**src/rtl/waveform_pkg.sv**
```systemverilog
// Shared types and default widths for the waveform player and its BRAM-side neighbours.
package waveform_pkg;

  localparam int WORD_WID = 20;
  localparam int DAC_WID  = 24;

  localparam logic [3:0] DAC_WRITE_CMD = 4'b0001;

  typedef enum logic [2:0] {
    ST_IDLE,
    ST_WAIT_OK,
    ST_ARM,
    ST_WAIT_DAC,
    ST_WAIT_TIMER,
    ST_ADVANCE,
    ST_DONE
  } wp_state_t;

endpackage

```
**src/rtl/waveform_timer.sv**
```systemverilog
// Saturating sample-interval counter with synchronous clear and a >= limit compare.
module waveform_timer #(
  parameter int TIMER_WID = 32
) (
  input  logic                 clk,
  input  logic                 rst,
  input  logic                 clr,
  input  logic [TIMER_WID-1:0] limit,
  output logic                 expired
);

  logic [TIMER_WID-1:0] cnt;

  always_ff @(posedge clk or posedge rst) begin
    if (rst)              cnt <= '0;
    else if (clr)         cnt <= '0;
    else if (cnt != '1)   cnt <= cnt + 1'b1;
  end

  assign expired = (cnt >= limit);

endmodule

```
**src/rtl/waveform_player.sv**
```systemverilog
// Streams BRAM words to the DAC at a programmable interval, one-shot or looping.
// Optional sample counter output enabled by defining WAVEFORM_PLAYER_SAMPLE_CNT_EN.
module waveform_player #(
  parameter int WORD_WID  = 20,
  parameter int TIMER_WID = 32,
  parameter int DAC_WID   = 24
) (
  input  logic                 clk,
  input  logic                 rst,
  input  logic                 run,
  input  logic                 do_loop,
  input  logic [TIMER_WID-1:0] time_to_wait,
  output logic                 finished,
  output logic                 running,
  input  logic [WORD_WID-1:0]  word,
  input  logic                 word_ok,
  input  logic                 word_last,
  output logic                 word_next,
  output logic                 word_rst,
  output logic [DAC_WID-1:0]   dac_out,
  output logic                 dac_arm,
  input  logic                 dac_finished
`ifdef WAVEFORM_PLAYER_SAMPLE_CNT_EN
  ,
  output logic [31:0]          sample_cnt
`endif
);
  import waveform_pkg::*;

  wp_state_t            state;
  logic                 loop_q;
  logic                 last_q;
  logic [TIMER_WID-1:0] wait_q;
  logic                 tmr_clr;
  logic                 tmr_done;
  logic                 pulsed;

  // Timer is held clear until the ARM cycle so it measures from the launch.
  assign tmr_clr = (state == ST_IDLE) || (state == ST_WAIT_OK);
  // word_ok is stale in the cycle the upstream is still reacting to our pulse.
  assign pulsed  = word_next | word_rst;

  waveform_timer #(.TIMER_WID(TIMER_WID)) u_timer (
    .clk     (clk),
    .rst     (rst),
    .clr     (tmr_clr),
    .limit   (wait_q),
    .expired (tmr_done)
  );

  always_ff @(posedge clk or posedge rst) begin
    if (rst) begin
      state     <= ST_IDLE;
      loop_q    <= 1'b0;
      last_q    <= 1'b0;
      wait_q    <= '0;
      finished  <= 1'b0;
      running   <= 1'b0;
      word_next <= 1'b0;
      word_rst  <= 1'b0;
      dac_out   <= '0;
      dac_arm   <= 1'b0;
    end else begin
      word_next <= 1'b0;
      word_rst  <= 1'b0;
      case (state)
        ST_IDLE: begin
          if (run) begin
            loop_q   <= do_loop;
            wait_q   <= time_to_wait;
            word_rst <= 1'b1;
            running  <= 1'b1;
            state    <= ST_WAIT_OK;
          end
        end
        ST_WAIT_OK: begin
          if (!run) begin
            word_rst <= 1'b1;
            running  <= 1'b0;
            state    <= ST_IDLE;
          end else if (!pulsed && word_ok) begin
            dac_out <= DAC_WID'({DAC_WRITE_CMD, word});
            last_q  <= word_last;
            state   <= ST_ARM;
          end
        end
        ST_ARM: begin
          dac_arm <= 1'b1;
          state   <= ST_WAIT_DAC;
        end
        ST_WAIT_DAC: begin
          // A launched transfer always runs to completion, run is not looked at here.
          if (dac_finished) begin
            dac_arm <= 1'b0;
            state   <= ST_WAIT_TIMER;
          end
        end
        ST_WAIT_TIMER: begin
          if (!run) begin
            word_rst <= 1'b1;
            running  <= 1'b0;
            state    <= ST_IDLE;
          end else if (tmr_done) begin
            state <= ST_ADVANCE;
          end
        end
        ST_ADVANCE: begin
          if (!run) begin
            word_rst <= 1'b1;
            running  <= 1'b0;
            state    <= ST_IDLE;
          end else if (!last_q) begin
            word_next <= 1'b1;
            state     <= ST_WAIT_OK;
          end else if (loop_q) begin
            word_rst <= 1'b1;
            state    <= ST_WAIT_OK;
          end else begin
            finished <= 1'b1;
            running  <= 1'b0;
            state    <= ST_DONE;
          end
        end
        ST_DONE: begin
          if (!run) begin
            finished <= 1'b0;
            state    <= ST_IDLE;
          end
        end
        default: begin
          running <= 1'b0;
          dac_arm <= 1'b0;
          state   <= ST_IDLE;
        end
      endcase
    end
  end

`ifdef WAVEFORM_PLAYER_SAMPLE_CNT_EN
  always_ff @(posedge clk or posedge rst) begin
    if (rst)                                   sample_cnt <= '0;
    else if (state == ST_IDLE && run)          sample_cnt <= '0;
    else if (state == ST_WAIT_DAC && dac_finished && sample_cnt != '1)
                                               sample_cnt <= sample_cnt + 1'b1;
  end
`endif

endmodule

```
**config.mk**
```make
export PLATFORM = sky130hd
export DESIGN_NAME = waveform_player
export DESIGN_NICKNAME = d
export VERILOG_FILES = /design/src/rtl/waveform_pkg.sv /design/src/rtl/waveform_timer.sv /design/src/rtl/waveform_player.sv
export SDC_FILE = /design/constraint.sdc
export NUM_CORES = 1
export LEC_CHECK = 0
export CAP_MARGIN = 0
export CORE_MARGIN = 5
export CORE_UTILIZATION = 41
export DETAILED_ROUTE_END_ITERATION = 6
export PLACE_DENSITY = 0.74
export RECOVER_POWER = 100
export SYNTH_ARGS = -nofsm -noshare
export SYNTH_HDL_FRONTEND = slang
export SYNTH_SLANG_ARGS = --single-unit
```
**constraint.sdc**
```tcl
create_clock -name clk -period 3.79 [get_ports clk]
set_clock_uncertainty 0.1 [all_clocks]
set_input_delay 0.758 -clock clk [delete_from_list [all_inputs] [get_ports clk]]
set_output_delay 0.758 -clock clk [all_outputs]
set_load 0.005 [all_outputs]
```
==> flow_summary.json <==
{
  "reg2reg_to": "u_timer.cnt[25]",
  "area_growth_pct": 24.5,
  "setup_tns_ns": 0,
  "p_leak_nw": 2.78,
  "worstSkewPairLatency_ns": 0.35,
  "net-switching-power_mw": 1.21,
  "power.density_nw_per_um2": 586,
  "fin_cells": 768,
  "crit_path_end_kind": "flip-flop",
  "drt_pass1_iterations": 5,
  "vdd_ir_drop_max_v": 0.000338,
  "core_um2": 12100,
  "fmax_mhz": 352,
  "drt.antenna.violating_nets": 0,
  "period_minus_slack_ns": 2.84,
  "combinationalPowerShare_pct": 34.6,
  "sw_frac_of_total_pct": 32.8,
  "worstSetupPathDepth": 5,
  "drc_errors": 0,
  "placed_cells": 752,
  "drv_cap": 1,
  "slowest_delay_ns": 0.74,
  "tightestPinTransition_ns": 2.21,
  "final_hold_viol_count": 0,
  "yosysWarnings": 0,
  "totalWireLength_mm": 11.5,
  "yosys.cell_types.count": 51,
  "crit_chain": "dlygate4sd3_1 > nand2_1 > nor3_1 > clkbuf_1 > mux2_2",
  "clkPwrFrac_pct": 24.6,
  "die_area_um2": 14700,
  "synth-seq-area-share_pct": 46.9,
  "grt_usage_pct": 16.5,
  "hp-class": "reg -> reg",
  "rsz0062_at_grt": "no",
  "place_congestion": 0.840,
  "synthFlopType": "dfrtp_1",
  "wl_per_cell_um": 15.0,
  "avgSynthCellArea_um2": 9.80,
  "timing.slew.headroom_pct": -48.2,
  "cts_sinks": 95,
  "grt_start_max_net_pins": 49,
  "cts_max_path_buffers": 2,
  "drt_iter0_markers": 380,
  "dp_hpwl_mm": 8.54,
  "start_kind": "primary input",
  "numCtsBuffers": 9,
  "fin_crit_sh_pct": 75.0,
  "crit_end": "wait_q[0]",
  "htreeDepth": 3,
  "first_global_vias": 4015,
  "antenna-diode-count": 0,
  "path_delay_family": "buffers and inverters",
  "final-setup-viol-count": 0,
  "clk_pin_slew_ns": 0.06,
  "cp.arrival_ns": 2.98,
  "netlist_area_um2": 5070,
  "cts_resized": 0,
  "core.rowCount": 40,
  "numPortBuffers": 84,
  "regArea_um2": 2380,
  "start_util_pct": 42.0,
  "die-height_um": 121,
  "drt-vias-per-instance": 5.23,
  "rrSetupSlack_ns": 1.18,
  "crit_buf_inv": 2,
  "cts_tree": "yes",
  "layout_setup_ws_ns": 0.949,
  "pre_cts_slack_ns": 1.12,
  "r2r_cells": 5,
  "slew_viol_final": 48,
  "cell_internal_pwr_mw": 2.48,
  "multi_input_area_um2": 2380,
  "ctsHoldBuffers": 0,
  "root_buffer": "clkbuf_16",
  "synth_edf_count": 0,
  "r2r-start": "u_timer.cnt[4]",
  "status": "finished, violations left",
  "antenna_found_initial": 0,
  "chipWidth_um": 121,
  "cp.required_ns": 3.92,
  "drive_above_1_share_pct": 9.50,
  "worstSetupPathType": "in -> reg",
  "synth_seq_cells": 95,
  "grt_pass1_wl_mm": 19.5,
  "crit_slowest_cell": "clkbuf_1",
  "nFillCells": 1068,
  "worstHoldPathCells": 1,
  "overflow": 0,
  "postSynth.asyncResetShare_pct": 100,
  "path_max_fanout": 28,
  "vias": 4017,
  "netlist_instances": 517,
  "ios": 88,
  "cts_setup_buffers": 0,
  "startpoint": "run",
  "nets": 687,
  "p_seq_share_pct": 40.8,
  "failed_checks": "capacitance limit, slew limit"
}
## power groups by stage
stage	logic, mW	registers, mW	clock network (mW)
after floorplan	0.817	1.49	0
after global placement	1.29	1.52	0
after detailed placement	1.34	1.54	0
after CTS	1.36	1.52	0.928
after global routing	1.45	1.55	0.976
final	1.28	1.51	0.909
## worst min path at each step
stage | start | end | slack (ns)
6_report | dac_out[20] | dac_out[20] | 0.36
5_1_grt | dac_out[20] | dac_out[20] | 0.40
4_1_cts | dac_out[20] | dac_out[20] | 0.38
3_5_place_dp | dac_out[20] | dac_out[20] | 0.36
3_3_place_gp | dac_out[20] | dac_out[20] | 0.35
2_1_floorplan | dac_out[20] | dac_out[20] | 0.36
## metrics by stage
stage	hold WS, ns	instance area, um2	power [mW]	utilization (%)
6_report	0.362	6310	3.70	52.3
5_1_grt	0.402	6310	3.98	52.3
4_1_cts	0.375	6340	3.80	52.6
3_5_place_dp	0.355	6040	2.88	50.1
3_3_place_gp	0.350	6040	2.81	50.1
2_1_floorplan	0.359	5080	2.31	-
## worst register-to-register path: cells and delay by family (launching register included)
family | cells | cell delay, ns
flip-flops | 1 | 0.46
AND/OR/NAND/NOR | 3 | 1.50
AO/OA/AOI/OAI | 2 | 0.44
## layer usage
| layer | routed length (um) | GRT usage, % |
|---|---|---|
| met1 | 4790 | 20.7 |
| met2 | 6040 | 28.1 |
| met3 | 486 | 3.92 |
| met4 | 213 | 5.11 |
| met5 | 0 | 0 |
## state kept, by name (all words and copies together), names as in the netlist
register	cells
last_q	1
word_next	1
running	1
state	3
loop_q	1
finished	1
wait_q	32
dac_arm	1
word_rst	1
dac_out	21
u_timer.cnt	32
## final cells by class
type | count | share of cell area (%)
Clock buffer | 10 | 3.79
Clock inverter | 6 | 0.952
Inverter | 42 | 2.52
Multi-Input combinational cell | 358 | 37.7
Sequential cell | 95 | 37.7
Tap cell | 168 | 3.33
Timing Repair Buffer | 89 | 14.0
## cells in the mapped netlist, types with 2 or more instances
library cell,n,area share (%)
nor2b_1,2,0.25
buf_6,3,0.67
nand3_1,16,1.6
o41ai_1,4,0.69
or4_1,5,0.74
nand2b_1,3,0.37
inv_1,42,3.1
o21ai_1,3,0.30
nand4_1,14,1.7
mux2_2,23,5.1
a211oi_1,4,0.59
a21o_1,5,0.74
nand4_2,3,0.74
nor3b_1,2,0.30
nor3_1,5,0.49
clkbuf_1,16,1.2
a22o_1,2,0.35
o311ai_1,2,0.35
a21oi_1,22,2.2
dfrtp_1,95,47
and4_1,7,1.2
nor2_1,26,1.9
buf_4,3,0.44
or2_2,9,1.1
a31o_2,3,0.52
a41o_1,3,0.59
nor4_1,5,0.62
a2111oi_0,2,0.35
a31oi_1,5,0.62
nand2_1,68,5.0
mux2i_1,7,1.4
xnor2_1,12,2.1
o21ai_0,42,4.1
and3_1,3,0.37
ha_1,33,8.1
and2_1,3,0.37
## cells in the final DEF, fill, tap and decap left out, types with 2 or more instances in the layout
cell type,n
dfrtp_1,95
nand2_1,68
clkdlybuf4s50_1,55
o21ai_0,44
inv_1,41
ha_1,33
dlygate4sd3_1,29
nor2_1,26
a21oi_1,23
mux2_2,22
nand4_1,16
nand3_1,16
xnor2_1,12
or2_2,9
clkbuf_16,9
and4_1,7
mux2i_1,7
nor3_1,6
a31oi_1,5
or4_1,5
nor4_1,5
a21o_1,5
a211oi_1,4
o41ai_1,4
and2_1,3
and3_1,3
a31o_2,3
o311ai_0,3
a41o_1,3
nand2b_1,3
conb_1,3
clkinv_2,3
nor3b_1,2
nor2b_1,2
a22o_1,2
a2111oi_0,2
clkinvlp_4,2
clkbuf_1,2
buf_4,2
## logic make-up (layout without fill, tap and decap cells)
family / Yosys count / count (layout) / synth area share (%)
flops: 95 / 95 / 46.9
simple gates: 176 / 176 / 17.9
buf+inv: 66 / 147 / 5.87
other cells: 1 / 3 / 0.0740
fa+ha+maj: 33 / 33 / 8.15
mux: 30 / 30 / 6.49
xor+xnor: 12 / 12 / 2.07
compound gates: 104 / 104 / 12.5
(Power assumes the default switching activity.)
